===== src/rtl/memory_port_arbiter.sv =====
// Round-robin arbiter that shares one external memory bus channel between
// the I-fetch (port 0), load (port 1) and store (port 2) controllers.
// The winning command is latched and held on the bus outputs until the bus
// controller signals completion, which is routed back to the owning port.
module memory_port_arbiter #(
  parameter int NUM_PORTS  = 3,
  parameter int ADDR_WIDTH = 32,
  parameter int DATA_WIDTH = 32
) (
  input  logic                                 clk_i,
  input  logic                                 rst_n_i,
  input  logic                                 halt_i,
  input  logic [NUM_PORTS-1:0]                 port_request_i,
  input  logic [NUM_PORTS-1:0]                 port_write_i,
  input  logic [NUM_PORTS-1:0][ADDR_WIDTH-1:0] port_address_i,
  input  logic [NUM_PORTS-1:0][DATA_WIDTH-1:0] port_data_i,
  input  logic [NUM_PORTS-1:0][1:0]            port_width_i,
  output logic [NUM_PORTS-1:0]                 port_grant_o,
  output logic [NUM_PORTS-1:0]                 port_done_o,
  output logic [DATA_WIDTH-1:0]                port_data_o,
  output logic                                 bus_request_o,
  output logic                                 bus_write_o,
  output logic [ADDR_WIDTH-1:0]                bus_address_o,
  output logic [DATA_WIDTH-1:0]                bus_data_o,
  output logic [1:0]                           bus_width_o,
  input  logic                                 bus_done_i,
  input  logic [DATA_WIDTH-1:0]                bus_data_i,
  output logic                                 busy_o
);

  localparam int IDX_W = (NUM_PORTS > 1) ? $clog2(NUM_PORTS) : 1;

  typedef enum logic [1:0] {
    IDLE  = 2'd0,
    ISSUE = 2'd1,
    WAIT  = 2'd2
  } state_t;

  state_t               state;
  logic [IDX_W-1:0]     rr_ptr;
  logic [IDX_W-1:0]     idx;
  logic [NUM_PORTS-1:0] mask_port;
  logic [NUM_PORTS-1:0] eligible;
  logic [IDX_W-1:0]     win_idx;
  logic                 win_valid;
  logic                 done_accept;

  // (base + off) mod NUM_PORTS, for off < NUM_PORTS
  function automatic logic [IDX_W-1:0] wrap_add(input logic [IDX_W-1:0] base,
                                                 input int unsigned     off);
    int unsigned sum;
    sum = 32'(base) + off;
    if (sum >= NUM_PORTS) sum = sum - NUM_PORTS;
    return sum[IDX_W-1:0];
  endfunction

  function automatic logic [NUM_PORTS-1:0] one_hot(input logic [IDX_W-1:0] i);
    logic [NUM_PORTS-1:0] v;
    v    = '0;
    v[i] = 1'b1;
    return v;
  endfunction

  // Pick the first eligible port scanning upward from rr_ptr with wrap
  always_comb begin
    // NOTE: every output of a combinational block gets a default first so no
    // path leaves it unassigned and no latch is inferred.
    eligible  = port_request_i & ~mask_port;
    win_valid = 1'b0;
    win_idx   = '0;
    for (int i = 0; i < NUM_PORTS; i++) begin
      if (!win_valid && eligible[wrap_add(rr_ptr, i)]) begin
        win_valid = 1'b1;
        win_idx   = wrap_add(rr_ptr, i);
      end
    end
  end

  // Done is accepted only while waiting; halt never blocks it
  assign done_accept   = (state == WAIT) && bus_done_i;
  assign bus_request_o = (state == ISSUE) && !halt_i;
  assign port_done_o   = done_accept ? one_hot(idx) : '0;
  assign port_data_o   = done_accept ? bus_data_i : '0;
  assign busy_o        = (state != IDLE);

  // Arbitration FSM: grant and latch in IDLE, issue once, wait for done
  always_ff @(posedge clk_i or negedge rst_n_i) begin
    if (!rst_n_i) begin
      // NOTE: the latched command is cleared on reset because it drives the
      // bus outputs directly and must read as zero out of reset.
      state         <= IDLE;
      rr_ptr        <= '0;
      idx           <= '0;
      mask_port     <= '0;
      port_grant_o  <= '0;
      bus_write_o   <= 1'b0;
      bus_address_o <= '0;
      bus_data_o    <= '0;
      bus_width_o   <= '0;
    end else begin
      // NOTE: state registers use non-blocking assignments so every register
      // samples the pre-edge values regardless of statement order.
      unique case (state)
        IDLE: begin
          mask_port <= '0;
          if (win_valid && !halt_i) begin
            idx           <= win_idx;
            port_grant_o  <= one_hot(win_idx);
            bus_write_o   <= port_write_i[win_idx];
            bus_address_o <= port_address_i[win_idx];
            bus_data_o    <= port_data_i[win_idx];
            bus_width_o   <= port_width_i[win_idx];
            state         <= ISSUE;
          end
        end
        ISSUE: begin
          if (!halt_i) state <= WAIT;
        end
        WAIT: begin
          if (bus_done_i) begin
            rr_ptr       <= wrap_add(idx, 1);
            mask_port    <= one_hot(idx);
            port_grant_o <= '0;
            state        <= IDLE;
          end
        end
        default: state <= IDLE;
      endcase
    end
  end

endmodule

===== config.mk =====
export PLATFORM = sky130hd
export DESIGN_NAME = memory_port_arbiter
export DESIGN_NICKNAME = d
export VERILOG_FILES = /design/src/rtl/memory_port_arbiter.sv
export SDC_FILE = /design/constraint.sdc
export NUM_CORES = 1
export LEC_CHECK = 0
export CAP_MARGIN = 30
export CORE_ASPECT_RATIO = 1.5
export CORE_MARGIN = 10
export CORE_UTILIZATION = 34
export DETAILED_ROUTE_END_ITERATION = 6
export GPL_TIMING_DRIVEN = 0
export PLACE_DENSITY = 0.85
export SLEW_MARGIN = 5
export SYNTH_ARGS = -nofsm -noshare
export SYNTH_HDL_FRONTEND = slang
export SYNTH_SLANG_ARGS = --single-unit

===== constraint.sdc =====
create_clock -name clk_i -period 3.55 [get_ports clk_i]
set_input_delay 0.8875 -clock clk_i [delete_from_list [all_inputs] [get_ports clk_i]]
set_output_delay 0.8875 -clock clk_i [all_outputs]
set_load 0.02 [all_outputs]

### Word-level counts from Yosys, hierarchy flattened

Index checks and enable logic that the tools add are counted.

| operators by class | value |
|---|---|
| reduce and logical (&&, ||, !) cells | 18 |
| muxes and demuxes | 39 |
| bitwise gates (word level) | 2 |
| order comparisons | 11 |
| add/sub/neg operators | 7 |
| equality and inequality tests | 5 |

Operator list:

| kind | number |
|---|---|
| binary-select mux 32 bit (select 2 bit) | 2 |
| two-way mux 32 bit | 3 |
| two-way mux 2 bit | 11 |
| < comparator 2 x 3 -> 1 bit (second input constant) | 5 |
| two-way mux 3 bit | 4 |
| case mux 3 bit (2 select lines) | 2 |
| greater-or-equal comparator 3 x 2 -> 1 bit (second input constant) | 3 |
| two-way mux 1 bit | 9 |
| binary-select mux 1 bit (select 2 bit) | 4 |
| subtractor 2 bit (second input constant) | 4 |
| logical AND 1 bit | 7 |
| adder 2 x 1 -> 3 bit (second input constant) | 2 |
| != test 2 bit (second input constant) | 3 |
| case mux 2 bit (3 select lines) | 1 |
| AND reduction 2 bit | 3 |
| AND reduction 3 bit | 2 |
| binary-select mux 2 bit (select 2 bit) | 1 |
| demux 1 bit (select 2 bit) | 2 |
| greater-or-equal comparator 2 x 1 -> 1 bit (second input constant) | 2 |
| nonzero test 2 bit | 2 |
| adder 2 x 2 -> 3 bit (second input constant) | 1 |
| bitwise AND 3 bit | 1 |
| logical NOT 1 bit | 3 |
| NOT 3 bit | 1 |
| other kinds (4) | 4 |

| storage, ports and cells | value |
|---|---|
| register bits | 79 |
| bits of input ports | 240 |
| logic and storage cells | 91 |

### Longest topological paths before layout

| logic depth | value |
|---|---|
| depth in word-level cells | 17 |
| depth in mapped cells | 11 |
| gate-level depth less buffers | 8 |

### Worst setup path before layout

Ideal clock, no wire load.

| path | value |
|---|---|
| path kind | input -> register |
| start | input port port_request_i[0] |
| end | register bus_address_o[11] |
| path buffers | 2 |
| data arrival time | 2.472 ns |
| library setup time | 0.080 ns |
| stages | 8 |
| setup slack | 0.998 ns |
| cell sequence | or4b_4 o31ai_4 nor3_2 o21ai_2 or4b_4 buf_6 buf_6 o211ai_2 |

| between the ends | value |
|---|---|
| word-level cells in the longest chain between the ends | 12 |
| elaborated cells on any way between the ends | 21 |

RTL lines:

| element | line | text |
|---|---|---|
| start, declared | 13 | `input logic [NUM_PORTS-1:0] port_request_i,` |
| bitwise AND 3 bit * | 68 | `eligible = port_request_i & ~mask_port;` |
| binary-select mux 1 bit (select 2 bit) | 72 | `if (!win_valid && eligible[wrap_add(rr_ptr, i)]) begin` |
| two-way mux 1 bit (not written as such) | 72 |  |
| two-way mux 1 bit | 72 |  |
| logical NOT 1 bit | 72 |  |
| logical AND 1 bit | 72 |  |
| two-way mux 1 bit | 72 |  |
| logical NOT 1 bit | 72 |  |
| logical AND 1 bit | 72 |  |
| two-way mux 2 bit or two-way mux 1 bit (tied branches) | 72 |  |
| binary-select mux 32 bit (select 2 bit) or logical AND 1 bit (tied branches) | 110, 106 |  |
| two-way mux 32 bit (not written as such) or AND reduction 2 bit (tied branches) | -- |  |
| end signal, assigned | 110 | `bus_address_o <= port_address_i[win_idx];` |
| end, declared | 23 | `output logic [ADDR_WIDTH-1:0] bus_address_o,` |

Mark *: on every way between the ends. The rest lies on a longest branch, timed or not. The select of a mux whose other input is x is not followed.
A chain may end at the register's enable or synchronous reset.

### Worst setup path after layout

| path | value |
|---|---|
| start | input port bus_done_i |
| end | output port port_done_o[1] |

| between the ends | value |
|---|---|
| word-level cells in the longest chain between the ends | 2 |

RTL lines:

| element | line | text |
|---|---|---|
| start, declared | 26 | `input logic bus_done_i,` |
| logical AND 1 bit | 80 | `assign done_accept = (state == WAIT) && bus_done_i;` |
| two-way mux 3 bit | 82 | `assign port_done_o = done_accept ? one_hot(idx) : '0;` |
| end, declared | 19 | `output logic [NUM_PORTS-1:0] port_done_o,` |

Every way passes these cells.

==> metrics.yaml <==
status: "finished, final reports clean"
arrival_ps: 2550
powerDensity_mw_per_mm2: 847.6
synth.avg_cell_area_um2: 9.452
synth_ff_type: "dfrtp_1"
root_buffer: "clkbuf_16"
grt_setup_unrepaired: "false"
fin_util: 0.6657
most-common-layout-cells: "clkdlybuf4s50_1, dfrtp_1, a21oi_1, nor2_1"
first_iter_violations: 377
start_kind: "input pin"
p_leak_nw: 3.906
holdPathStages: 2
drtAntennaViolNets: 0
boundaryPins: 347
cpMaxStageDelayCell: "clkdlybuf4s50_1"
final-hold-violation-count: 0
grt_pass1_wl_mm: 33.71
slew_violations: 0
drc_errors: 0
ys_warn_count: 0
final_common_cell: "clkdlybuf4s50_1"
rows: 51
n_antenna_cell: 0
gp_congestion: 0.8600
synth_edf_count: 0
htree_levels: 3
crit_required_ps: 2660
fin_setup_tns_ps: 0
via_per_inst: 5.383
tightest_slew_ps: 616.8
peakVddDrop_mv: 0.4167
timing.final.crit_share: 0.9680
synth.distinct_cells: 45
setup-violations-final: 0
die_x_um: 114.8
drtPass1Iterations: 7
clk_latency_ps: 340
ys_seq_area_frac: 0.4312
critPathCaptureType: "primary output"
antenna_found_initial: 0
maxCapViolations: 0
fin_skew_ps: 5.951
vias: 5426
drive_gt1_frac: 0.07656
cts_made_buffers: 9
core-area_mm2: 0.01308
routedWlPerCell_um: 22.35
slowest_delay_ps: 650
r2r_cells: 10
area_delta_synth_final_pct: 89.96
grt_pass1_vias: 5957
grt_use_total: 0.2295
critical_path.max_fanout: 8
dieArea_mm2: 0.01862
clockBufferDepth: 2
dieHeight_um: 162.2
grt_max_degree: 46
routed_wl_mm: 22.53
hold_buffers: 0
cp_cell_sequence: "clkdlybuf4s50_1 -> nand2_1 -> nor2_4 -> and2_1 -> clkdlybuf4s50_1"
ys_async_sr_fraction: 1.000
path_common_cell: "clkdlybuf4s50_1"
critical_path_class: "in -> out"
grt_overflow_total: 0
synthesis.nets: 731
synth-seq-cells: 79
port_buffers: 346
start_util: 0.3505
clock_sinks: 79
nets: 1090
min_path_type: "reg -> reg"
synthesis.area_mm2: 0.004584
path_clk_slew_ps: 70
fin_crit_ps: 3437
relSlewSlack: 0.5856
fmax_ghz: 0.2910
synth_cells: 485
cts_tree: "built"
nFillCells: 1056
dpl.hpwl_mm: 18.36
-- final timing paths --
check | from | slack (ps) | end
max in group asynchronous | rst_n_i | 2450 | bus_data_o[3]
min in group asynchronous | rst_n_i | 510 | bus_address_o[26]
worst max register to register | rr_ptr[0] | 600 | bus_address_o[20]
worst min-delay path | bus_address_o[16] | 490 | bus_address_o[16]
worst min register to register | bus_address_o[16] | 490 | bus_address_o[16]
worst max-delay path | bus_done_i | 110 | port_done_o[1]
-- power breakdown --
| group | internal [mW] | switching [mW] | total [mW] | leakage (nW) |
|---|---|---|---|---|
| clock network | 0.761 | 0.383 | 1.14 | 0.176 |
| registers | 1.35 | 0.263 | 1.61 | 0.938 |
| logic | 2.01 | 2.62 | 4.62 | 2.79 |
-- timing repair --
item / in CTS / in global routing
gates resized for setup: 14 / 24
gates cloned: 0 / 0
setup endpoints to repair: 35 / 22
buffers inserted: 0 / 1
-- worst max-delay path: cells and delay by family --
family | cells | cell delay, ps
buffers and inverters | 2 | 1130
and+or+nand+nor | 3 | 530
-- cells by family (layout without fill, tap and decap cells) --
kind of cell / after synthesis / in the layout / share of synthesized area
buffers and inverters: 52 / 416 / 0.05322
and+or+nand+nor: 175 / 175 / 0.1940
AOI/OAI and AO/OA: 144 / 144 / 0.2418
DFF: 79 / 79 / 0.4312
adders and majority gates: 7 / 7 / 0.01856
muxes: 28 / 28 / 0.06114
-- Yosys cell counts, types with 4 or more instances --
cell type	n	area share
a21o_1	5	0.0082
a21oi_1	55	0.060
a222oi_1	39	0.085
and2_1	36	0.049
buf_2	15	0.016
clkbuf_1	25	0.020
dfrtp_1	79	0.43
ha_1	6	0.016
inv_1	5	0.0041
mux2i_1	28	0.061
nand2_1	39	0.032
nand3_1	33	0.036
nor2_1	45	0.037
nor2b_1	4	0.0055
o211ai_1	20	0.033
o211ai_2	10	0.027
-- sequential cells by signal (all words and copies together), names as in the netlist --
| signal | flops |
|---|---|
| bus_data_o | 32 |
| rr_ptr | 2 |
| bus_write_o | 1 |
| idx | 2 |
| state | 2 |
| bus_width_o | 2 |
| port_grant_o | 3 |
| bus_address_o | 32 |
| mask_port | 3 |
-- stage by stage --
step	hold slack (ps)	setup WS [ps]	cell area [um^2]	power, mW	instances
after floorplan	451.0	997.9	4584	4.268	485
after global placement	468.9	-1310	8247	6.185	990
after detailed placement	480.6	-377.5	8272	6.275	991
after CTS	496.8	0.4303	8646	7.451	1007
after global routing	513.4	25.75	8708	7.854	1008
final	489.9	113.4	8708	7.381	1008
-- per-layer routing --
layer  global-route usage  vias to the layer above  share of wire  wire length [um]
met5                    0                        -              0                 0
met4              0.06151                        0          0.017               393
met3              0.08075                       27           0.10              2284
met2               0.4130                      292           0.53             11930
met1               0.2451                     2576           0.35              7915
li1                     -                     2531              -                 -
-- layout make-up --
cell class / instances / area, um^2 / area share
Multi-Input combinational cell: 354 / 2371 / 0.2723
Clock inverter: 7 / 145.1 / 0.01667
Inverter: 6 / 22.52 / 0.002586
Tap cell: 159 / 198.9 / 0.02284
Clock buffer: 9 / 225.2 / 0.02586
Sequential cell: 79 / 1977 / 0.2270
Timing Repair Buffer: 348 / 3541 / 0.4066
Buffer: 46 / 227.7 / 0.02615
No activity file was read; power rests on OpenSTA's default activity.
